## src/rtl/decode_cycle.sv

```systemverilog
// ID stage of the RV32IM pipeline: register file, control decode, immediate generation, ID/EX register.
// Optional RF_BYPASS_EN forwards a same-cycle WB write into the rs1/rs2 read path.
module decode_cycle #(
  parameter int unsigned XLEN  = 32,
  parameter int unsigned NREGS = 32
) (
  input  logic            clk,
  input  logic            rst,
  input  logic [XLEN-1:0] InstrD,
  input  logic [XLEN-1:0] PCD,
  input  logic [XLEN-1:0] PCPlus4D,
  input  logic            RegWriteW,
  input  logic [4:0]      RdW,
  input  logic [XLEN-1:0] ResultW,
  input  logic            StallE,
  input  logic            FlushE,
  output logic [XLEN-1:0] RD1E,
  output logic [XLEN-1:0] RD2E,
  output logic [XLEN-1:0] ImmExtE,
  output logic [XLEN-1:0] PCE,
  output logic [XLEN-1:0] PCPlus4E,
  output logic [4:0]      Rs1E,
  output logic [4:0]      Rs2E,
  output logic [4:0]      RdE,
  output logic            RegWriteE,
  output logic [1:0]      ResultSrcE,
  output logic            MemWriteE,
  output logic            BranchE,
  output logic            JumpE,
  output logic            is_jalr_E,
  output logic            ALUSrcAE,
  output logic            ALUSrcBE,
  output logic [4:0]      ALUControlE,
  output logic [2:0]      Funct3E,
  output logic            IllegalE
);

  typedef enum logic [6:0] {
    OPC_LUI    = 7'b0110111,
    OPC_AUIPC  = 7'b0010111,
    OPC_JAL    = 7'b1101111,
    OPC_JALR   = 7'b1100111,
    OPC_BRANCH = 7'b1100011,
    OPC_LOAD   = 7'b0000011,
    OPC_STORE  = 7'b0100011,
    OPC_OPIMM  = 7'b0010011,
    OPC_OP     = 7'b0110011
  } opcode_e;

  typedef enum logic [4:0] {
    ALU_ADD    = 5'd0,
    ALU_SUB    = 5'd1,
    ALU_SLL    = 5'd2,
    ALU_SLT    = 5'd3,
    ALU_SLTU   = 5'd4,
    ALU_XOR    = 5'd5,
    ALU_SRL    = 5'd6,
    ALU_SRA    = 5'd7,
    ALU_OR     = 5'd8,
    ALU_AND    = 5'd9,
    ALU_MUL    = 5'd10,
    ALU_PASSB  = 5'd18
  } alu_op_e;

  typedef struct packed {
    logic [XLEN-1:0] rd1;
    logic [XLEN-1:0] rd2;
    logic [XLEN-1:0] imm;
    logic [XLEN-1:0] pc;
    logic [XLEN-1:0] pc_plus4;
    logic [4:0]      rs1;
    logic [4:0]      rs2;
    logic [4:0]      rd;
    logic            reg_write;
    logic [1:0]      result_src;
    logic            mem_write;
    logic            branch;
    logic            jump;
    logic            is_jalr;
    logic            alu_src_a;
    logic            alu_src_b;
    logic [4:0]      alu_ctrl;
    logic [2:0]      funct3;
    logic            illegal;
  } idex_t;

  logic [XLEN-1:0] rf_q [NREGS];
  logic [XLEN-1:0] rf_d [NREGS];
  idex_t           idex_q, idex_d, dec;

  logic [6:0]      opcode;
  logic [2:0]      funct3;
  logic [6:0]      funct7;
  logic [4:0]      rs1, rs2, rd;
  logic [XLEN-1:0] imm_i, imm_s, imm_b, imm_u, imm_j;
  logic [XLEN-1:0] rs1_val, rs2_val;
  logic            legal;
  logic            wb_wr;

  assign opcode = InstrD[6:0];
  assign funct3 = InstrD[14:12];
  assign funct7 = InstrD[31:25];
  assign rs1    = InstrD[19:15];
  assign rs2    = InstrD[24:20];
  assign rd     = InstrD[11:7];

  assign imm_i = {{20{InstrD[31]}}, InstrD[31:20]};
  assign imm_s = {{20{InstrD[31]}}, InstrD[31:25], InstrD[11:7]};
  assign imm_b = {{19{InstrD[31]}}, InstrD[31], InstrD[7], InstrD[30:25], InstrD[11:8], 1'b0};
  assign imm_u = {InstrD[31:12], 12'b0};
  assign imm_j = {{11{InstrD[31]}}, InstrD[31], InstrD[19:12], InstrD[20], InstrD[30:21], 1'b0};

  assign wb_wr = RegWriteW && (RdW != 5'd0);

  // Register file: x0 entry is never written, and reads of x0 are forced to zero anyway.
  always_comb begin
    rf_d = rf_q;
    if (wb_wr) rf_d[RdW] = ResultW;
  end

  always_ff @(posedge clk) begin
    if (rst) begin
      for (int unsigned i = 0; i < NREGS; i++) rf_q[i] <= '0;
    end else begin
      rf_q <= rf_d;
    end
  end

  always_comb begin
    rs1_val = (rs1 == 5'd0) ? '0 : rf_q[rs1];
    rs2_val = (rs2 == 5'd0) ? '0 : rf_q[rs2];
`ifdef RF_BYPASS_EN
    if (wb_wr && (RdW == rs1)) rs1_val = ResultW;
    if (wb_wr && (RdW == rs2)) rs2_val = ResultW;
`else
`endif
  end

  always_comb begin
    dec          = '0;
    legal        = 1'b1;
    dec.rd1      = rs1_val;
    dec.rd2      = rs2_val;
    dec.pc       = PCD;
    dec.pc_plus4 = PCPlus4D;
    dec.rs1      = rs1;
    dec.rs2      = rs2;
    dec.rd       = rd;
    dec.funct3   = funct3;
    case (opcode_e'(opcode))
      OPC_LUI: begin
        dec.imm       = imm_u;
        dec.alu_ctrl  = ALU_PASSB;
        dec.alu_src_b = 1'b1;
        dec.reg_write = 1'b1;
      end
      OPC_AUIPC: begin
        dec.imm       = imm_u;
        dec.alu_ctrl  = ALU_ADD;
        dec.alu_src_a = 1'b1;
        dec.alu_src_b = 1'b1;
        dec.reg_write = 1'b1;
      end
      OPC_JAL: begin
        dec.imm        = imm_j;
        dec.alu_ctrl   = ALU_ADD;
        dec.alu_src_a  = 1'b1;
        dec.jump       = 1'b1;
        dec.result_src = 2'b10;
        dec.reg_write  = 1'b1;
      end
      OPC_JALR: begin
        dec.imm        = imm_i;
        dec.alu_ctrl   = ALU_ADD;
        dec.jump       = 1'b1;
        dec.is_jalr    = 1'b1;
        dec.result_src = 2'b10;
        dec.reg_write  = 1'b1;
        if (funct3 != 3'b000) legal = 1'b0;
      end
      OPC_BRANCH: begin
        dec.imm      = imm_b;
        dec.alu_ctrl = ALU_SUB;
        dec.branch   = 1'b1;
        if (funct3 == 3'b010 || funct3 == 3'b011) legal = 1'b0;
      end
      OPC_LOAD: begin
        dec.imm        = imm_i;
        dec.alu_ctrl   = ALU_ADD;
        dec.alu_src_b  = 1'b1;
        dec.result_src = 2'b01;
        dec.reg_write  = 1'b1;
        if (funct3 == 3'b011 || funct3 == 3'b110 || funct3 == 3'b111) legal = 1'b0;
      end
      OPC_STORE: begin
        dec.imm       = imm_s;
        dec.alu_ctrl  = ALU_ADD;
        dec.alu_src_b = 1'b1;
        dec.mem_write = 1'b1;
        if (funct3[2] || funct3 == 3'b011) legal = 1'b0;
      end
      OPC_OPIMM: begin
        dec.imm       = imm_i;
        dec.alu_src_b = 1'b1;
        dec.reg_write = 1'b1;
        case (funct3)
          3'b000: dec.alu_ctrl = ALU_ADD;
          3'b001: begin
            dec.alu_ctrl = ALU_SLL;
            if (funct7 != 7'h00) legal = 1'b0;
          end
          3'b010: dec.alu_ctrl = ALU_SLT;
          3'b011: dec.alu_ctrl = ALU_SLTU;
          3'b100: dec.alu_ctrl = ALU_XOR;
          3'b101: begin
            if (funct7 == 7'h00)      dec.alu_ctrl = ALU_SRL;
            else if (funct7 == 7'h20) dec.alu_ctrl = ALU_SRA;
            else                      legal = 1'b0;
          end
          3'b110: dec.alu_ctrl = ALU_OR;
          default: dec.alu_ctrl = ALU_AND;
        endcase
      end
      OPC_OP: begin
        dec.reg_write = 1'b1;
        if (funct7 == 7'h01) begin
          // M-extension codes are laid out contiguously in funct3 order.
          dec.alu_ctrl = ALU_MUL + {2'b00, funct3};
        end else if (funct7 == 7'h20) begin
          if (funct3 == 3'b000)      dec.alu_ctrl = ALU_SUB;
          else if (funct3 == 3'b101) dec.alu_ctrl = ALU_SRA;
          else                       legal = 1'b0;
        end else if (funct7 == 7'h00) begin
          case (funct3)
            3'b000: dec.alu_ctrl = ALU_ADD;
            3'b001: dec.alu_ctrl = ALU_SLL;
            3'b010: dec.alu_ctrl = ALU_SLT;
            3'b011: dec.alu_ctrl = ALU_SLTU;
            3'b100: dec.alu_ctrl = ALU_XOR;
            3'b101: dec.alu_ctrl = ALU_SRL;
            3'b110: dec.alu_ctrl = ALU_OR;
            default: dec.alu_ctrl = ALU_AND;
          endcase
        end else begin
          legal = 1'b0;
        end
      end
      default: begin
        // The all-zero word is the IF/ID bubble: quiet, not a trap.
        legal = (InstrD == '0);
      end
    endcase
    if (!legal) begin
      dec.reg_write  = 1'b0;
      dec.mem_write  = 1'b0;
      dec.branch     = 1'b0;
      dec.jump       = 1'b0;
      dec.is_jalr    = 1'b0;
      dec.result_src = 2'b00;
      dec.illegal    = 1'b1;
    end
  end

  always_comb begin
    if (FlushE)      idex_d = '0;
    else if (StallE) idex_d = idex_q;
    else             idex_d = dec;
  end

  always_ff @(posedge clk) begin
    if (rst) idex_q <= '0;
    else     idex_q <= idex_d;
  end

  assign RD1E        = idex_q.rd1;
  assign RD2E        = idex_q.rd2;
  assign ImmExtE     = idex_q.imm;
  assign PCE         = idex_q.pc;
  assign PCPlus4E    = idex_q.pc_plus4;
  assign Rs1E        = idex_q.rs1;
  assign Rs2E        = idex_q.rs2;
  assign RdE         = idex_q.rd;
  assign RegWriteE   = idex_q.reg_write;
  assign ResultSrcE  = idex_q.result_src;
  assign MemWriteE   = idex_q.mem_write;
  assign BranchE     = idex_q.branch;
  assign JumpE       = idex_q.jump;
  assign is_jalr_E   = idex_q.is_jalr;
  assign ALUSrcAE    = idex_q.alu_src_a;
  assign ALUSrcBE    = idex_q.alu_src_b;
  assign ALUControlE = idex_q.alu_ctrl;
  assign Funct3E     = idex_q.funct3;
  assign IllegalE    = idex_q.illegal;

endmodule
```

## config.mk

```make
export PLATFORM = sky130hd
export DESIGN_NAME = decode_cycle
export DESIGN_NICKNAME = d
export VERILOG_FILES = /design/src/rtl/decode_cycle.sv
export SDC_FILE = /design/constraint.sdc
export NUM_CORES = 2
export LEC_CHECK = 0
export BUFFER_PORTS_ARGS = -buffer_cell sky130_fd_sc_hd__buf_2
export CORE_ASPECT_RATIO = 0.5
export CORE_MARGIN = 2
export CORE_UTILIZATION = 45
export CTS_BUF_LIST = sky130_fd_sc_hd__clkbuf_16
export CTS_CLUSTER_SIZE = 28
export DETAILED_ROUTE_END_ITERATION = 7
export GPL_ROUTABILITY_DRIVEN = 0
export GPL_TIMING_DRIVEN = 0
export PLACE_DENSITY_LB_ADDON = 0.1
export SLEW_MARGIN = 10
export SYNTH_ARGS = -nofsm -noshare
export SYNTH_HDL_FRONTEND = slang
export SYNTH_SLANG_ARGS = --single-unit
```

## constraint.sdc

```tcl
create_clock -name clk -period 3.75 [get_ports clk]
set_input_delay 0.375 -clock clk [delete_from_list [all_inputs] [get_ports clk]]
set_output_delay 0.375 -clock clk [all_outputs]
set_load 0.02 [all_outputs]
```

; ---- Word level (Yosys, flattened, before mapping)
; Index checks and enable logic that the tools add are counted.
; W data, S select, Z words.
[classes]
n_reduce_logical = 22
shifts = 0
eq_ne = 18
n_lt_le_gt_ge = 4
mul = 0
bitwise = 3
n_mux = 46
add_sub_neg = 1
div_mod_pow = 0
[op_table]
columns = cell, count
row1 = $bwmux W1024, 1
row2 = $bmux W32 S5, 2
row3 = $mux W32, 7
row4 = $demux W32 S5, 1
row5 = $pmux W32 S5, 1
row6 = $pmux W4 S7, 2
row7 = $logic_not A32 Y1, 1
row8 = $eq A7 B6 Y1 const B, 4
row9 = $eq A7 B7 Y1 const B, 3
row10 = $mux W1, 20
row11 = $pmux W5 S4, 1
row12 = $ge A6 B6 Y1 const B, 3
row13 = $not A5 Y6, 3
row14 = $eq A7 B5 Y1 const B, 2
row15 = $eq A3 B3 Y1 const B, 4
row16 = $mux W3, 4
row17 = $logic_not A5 Y1, 2
row18 = $mux W5, 2
row19 = $reduce_or A2 Y1, 4
row20 = $eq A7 B1 Y1 const B, 1
row21 = $eq A7 B2 Y1 const B, 1
row22 = $logic_not A7 Y1, 1
row23 = $mux W7, 1
row24 = $pmux W1 S7, 1
row25 = other kinds (16), 22
[totals]
ramBits = 0
regBits = 1217
out_inout_bits = 193
rom_bits = 0
mem_count = 0
input_bits = 138
elab_cells = 145
latch_bits = 0

; ---- Depth between registers and ports, before layout
[depth]
ltp_word = 7
mapped_depth = 10
depth_no_buf = 6

; ---- Worst setup path after synthesis
; Ideal clock, no wire load.
[synth_path]
path_type = input-to-reg
startpoint = input port InstrD[15]
endpoint = register idex_q, in the netlist RD1E[10]
path_buffers = 2
arrival_time_ns = 2.167
setup_time_ns = 0.117
cell_stages = 6
required_time_ns = 3.633
setup_slack_ns = 1.466
cell_sequence = buf_2 -> buf_1 -> mux4_2 -> a211oi_1 -> nand2_1 -> a32o_1
[synth_via]
elab_chain_cells = 5
word_cells_on_any_way = 6
cone_classes = 4 x mux / 1 x bitwise / 1 x reduce/logical
[synth_lines]
columns = item, line_no
row1 = start: declaration, 9  ; input logic [XLEN-1:0] InstrD,
row2 = $not A5 Y6 (implied by the code), 130  ; rs1_val = (rs1 == 5'd0) ? '0 : rf_q[rs1];
row3 = $bmux W32 S5, 130
row4 = $mux W32 (implied by the code) (2 in a row), 130
row5 = $mux W32 *, 130
row6 = end signal: assignment, 272  ; else idex_q <= idex_d;
row7 = end: declaration, 89  ; idex_t idex_q, idex_d, dec;
; Every way passes the cells marked *; elsewhere a longest branch is shown, timed or not. The select of a mux whose other input is x is not followed.
; A chain may end at the register's enable or synchronous reset.

; ---- Worst setup path in the final report
[layout_path]
startpoint = input port InstrD[15]
endpoint = register idex_q, in the netlist RD1E[12]
; The elaborated chain is that of the path after synthesis.

==> qor.txt <==
Worst reg2reg path depth = 4
Clk root buf = clkbuf_16
Core ar. = 0.129 sq mm
Logic pwr share = 10.9%
Clock power share = 42.9%
Clk slew on worst S/H paths = 80 ps
Crit path kind = input pin to register
Dpl ws = -599 ps
Synth cell types = 64
1st-iter DRT viols = 10700
CTS Sinks = 1217
Post-layout minimum cycle time = 3940 ps
PortBufs = 323
Clock Latency Late Sink = 770 ps
CTS tree = built
Synthesized Nets = 6856
I/O pins = 331
H-Tree Level Count = 3
Syn Inst Count = 6716
Non-filler cells, final = 9076
Max Slew Vio Count = 39
Total global routing overflow = 0
Row cnt = 93
Routed WL per cell = 31.6 um
#FFs+latches synth = 1217
Synth area leader = dfxtp_1
Area Overhead vs Synth = 14.7%
Initial antenna violation count = 25
Worst Setup End Kind = register
Global-route wire length before repair = 392000 um
Post-synth top area share = 41.6%
Final WS setup = -185 ps
Period utilisation layout = 105%
Post-synth EDFFs = 0
Peak VDD IR = 0.399 mV
CP max FO = 10
Bufs on Longest Clock Path = 3
Placed cells = 8751
Post-CTS Setup Repair Bufs = 0
Setup_tns = -602 ps
Total Routing Usage GR = 41.5%
Post-synth top cells = nand2_1 (2174), dfxtp_1 (1217), a21oi_1 (1066), clkbuf_1 (554), mux4_2 (404)
Starting density of the core = 45.5%
Nets = 7402
Seq/Total Area, Yosys = 41.6%
Die Wd = 514 um
Synth Warn # = 0
Final WL = 287000 um
DRC violation count after routing = 36
Fmax = 254 MHz
First drt pass iteration count = 8
Int Power = 20.4 mW
Final ANT Viol Nets = 0
Fraction of layout cells with a size suffix above 1 = 14.0%
Fill count = 11900
Worst-Margin Slew = 1630 ps
Number of global-route vias before repair = 54000
Status = finished, violations left
R2r startpoint = rf_q[643]$_SDFFE_PP0P_
Synth Area per Inst = 8.73 sq um
Flop pwr share = 46.2%
DPL Wire Length = 219000 um
R2r setup slk = 1370 ps
Vias per std cell = 6.48
Net Switching = 8.03 mW
Fraction of registers with async set/reset = 0%
Die area = 0.133 sq mm
Power Total = 28.5 mW
Fin util = 52.1%
Pin count of the biggest net entering global routing = 16
Switching fraction of total power = 28.2%
CTS Buf Count = 113
RSZ-0062 raised after global routing = false
Die Height = 259 um
Synth area leaders = dfxtp_1 (42%), mux4_2 (16%), nand2_1 (14%)
Crit path DAT = 4580 ps
Hold Path Class = input pin to register
Main synth FF type = dfxtp_1
Worst path required time = 4400 ps
Worst Min Path Start = InstrD[25]
Most frequent cell after synthesis = nand2_1
WHS Path Cells = 5
Slew HR = -8.44%
Fin Clk Skew = 40.3 ps
Failing checks = DRC, capacitance limit, slew limit, setup timing
Reg2reg end = RD1E[3]$_SDFFE_PP0N_
Synth Cell Area = 0.0586 sq mm
Final number of hold-violating endpoints = 0
Sink of the worst hold path = ALUControlE[0]$_SDFFE_PP0N_
Final Setup Violations = 7
Setup crit start kind = input pin
Max_cap viols = 5
Power per cell area = 423 mW/mm^2
Leakage = 23.3 nW
Via total after detailed routing = 58800
area by class of cell:
type	instances	area, sq um	area share (%)
plain buffers	672	2660	3.96
well taps	1710	2140	3.18
clock inverters	92	788	1.17
repair buffers	431	2690	4.01
flip-flops and latches	1217	24400	36.2
multi-input cells	4820	31600	47.0
inverters	7	26.3	0.0391
diodes	10	25.0	0.0372
clock buffers	117	2930	4.36
state kept, by name, summed over array words and instances (netlist names), 2 cells and up:
signal	cells
ALUControlE	5
Funct3E	3
ImmExtE	32
PCE	32
PCPlus4E	32
RD1E	32
RD2E	32
RdE	5
ResultSrcE	2
Rs1E	5
Rs2E	5
rf_q	1024
power groups by stage:
| stage | Clock [mW] | Sequential [mW] | Combinational [mW] |
|---|---|---|---|
| after floorplan | 0 | 13.5 | 1.41 |
| after global placement | 0 | 13.4 | 2.76 |
| after detailed placement | 0 | 13.4 | 2.78 |
| after CTS | 12.1 | 13.1 | 2.87 |
| after global routing | 12.6 | 13.2 | 3.08 |
| final | 12.2 | 13.1 | 3.11 |
logic make-up (layout without fill, tap and decap cells):
family / count (synthesis) / in the layout / synth area share [%]
xor+xnor: 3 / 3 / 0.0448
compound gates: 1449 / 1449 / 14.1
fa+ha+maj: 2 / 2 / 0.0427
flops: 1217 / 1217 / 41.6
mux: 785 / 785 / 22.1
other cells: 0 / 10 / 0
simple gates: 2581 / 2581 / 17.6
buf+inv: 679 / 1319 / 4.53
stage by stage:
stage               hold slack [ps]  area, sq um
floorplan                       443        58600
finish                          139        67200
global placement                435        62400
detailed placement              443        62400
CTS                            88.5        67200
global route                    139        67200
routing by layer:
layer	up-vias	wire length (um)	track usage, %
li1	24600	-	-
met5	-	1220	4.71
met2	4730	112000	57.1
met4	40	17400	21.1
met3	1005	51100	23.2
met1	28500	105000	51.3
how the worst max path moves through the flow:
stage               slack [ps]  cells past startpoint  startpoint                    end
finish                    -190                      9  InstrD[15]  RD1E[12]$_SDFFE_PP0N_
global placement          -670                      9  InstrD[16]  RD1E[27]$_SDFFE_PP0N_
global route                30                      9  InstrD[15]  RD1E[12]$_SDFFE_PP0N_
detailed placement        -600                      9  InstrD[15]  RD1E[20]$_SDFFE_PP0N_
CTS                        180                      9  InstrD[15]  RD1E[20]$_SDFFE_PP0N_
floorplan                 1470                      6  InstrD[15]  RD1E[10]$_SDFFE_PP0N_
critical path: stages:
cell	delay, ps
buf_2	480
buf_2	600
buf_2	740
buf_2	620
mux2i_1	250
o22ai_1	160
a211oi_1	750
nand2_1	260
a32o_1	320
repair_timing:
item	in CTS	in global routing
hold buffers	106	0
resized for setup	0	1
endpoints found under the hold margin	114	0
endpoints found under the setup margin	0	1
cell usage in the layout (no fill, tap or decap), drive strengths merged, types with 14 or more instances in the layout:
cell	instances
nand2	2174
dfxtp	1217
a21oi	1067
clkbuf	673
buf	441
mux4	404
mux2i	361
nor2	144
a22oi	114
dlygate4sd3	106
nand3	70
nand2b	53
clkinv	49
o2111ai	47
nor2b	41
a211oi	36
and3	33
o22ai	33
a32o	32
o221ai	32
o21ai	31
inv	31
mux2	20
a31oi	14
o211ai	14
bufinv	14
Power figures use the tool's default switching activity.
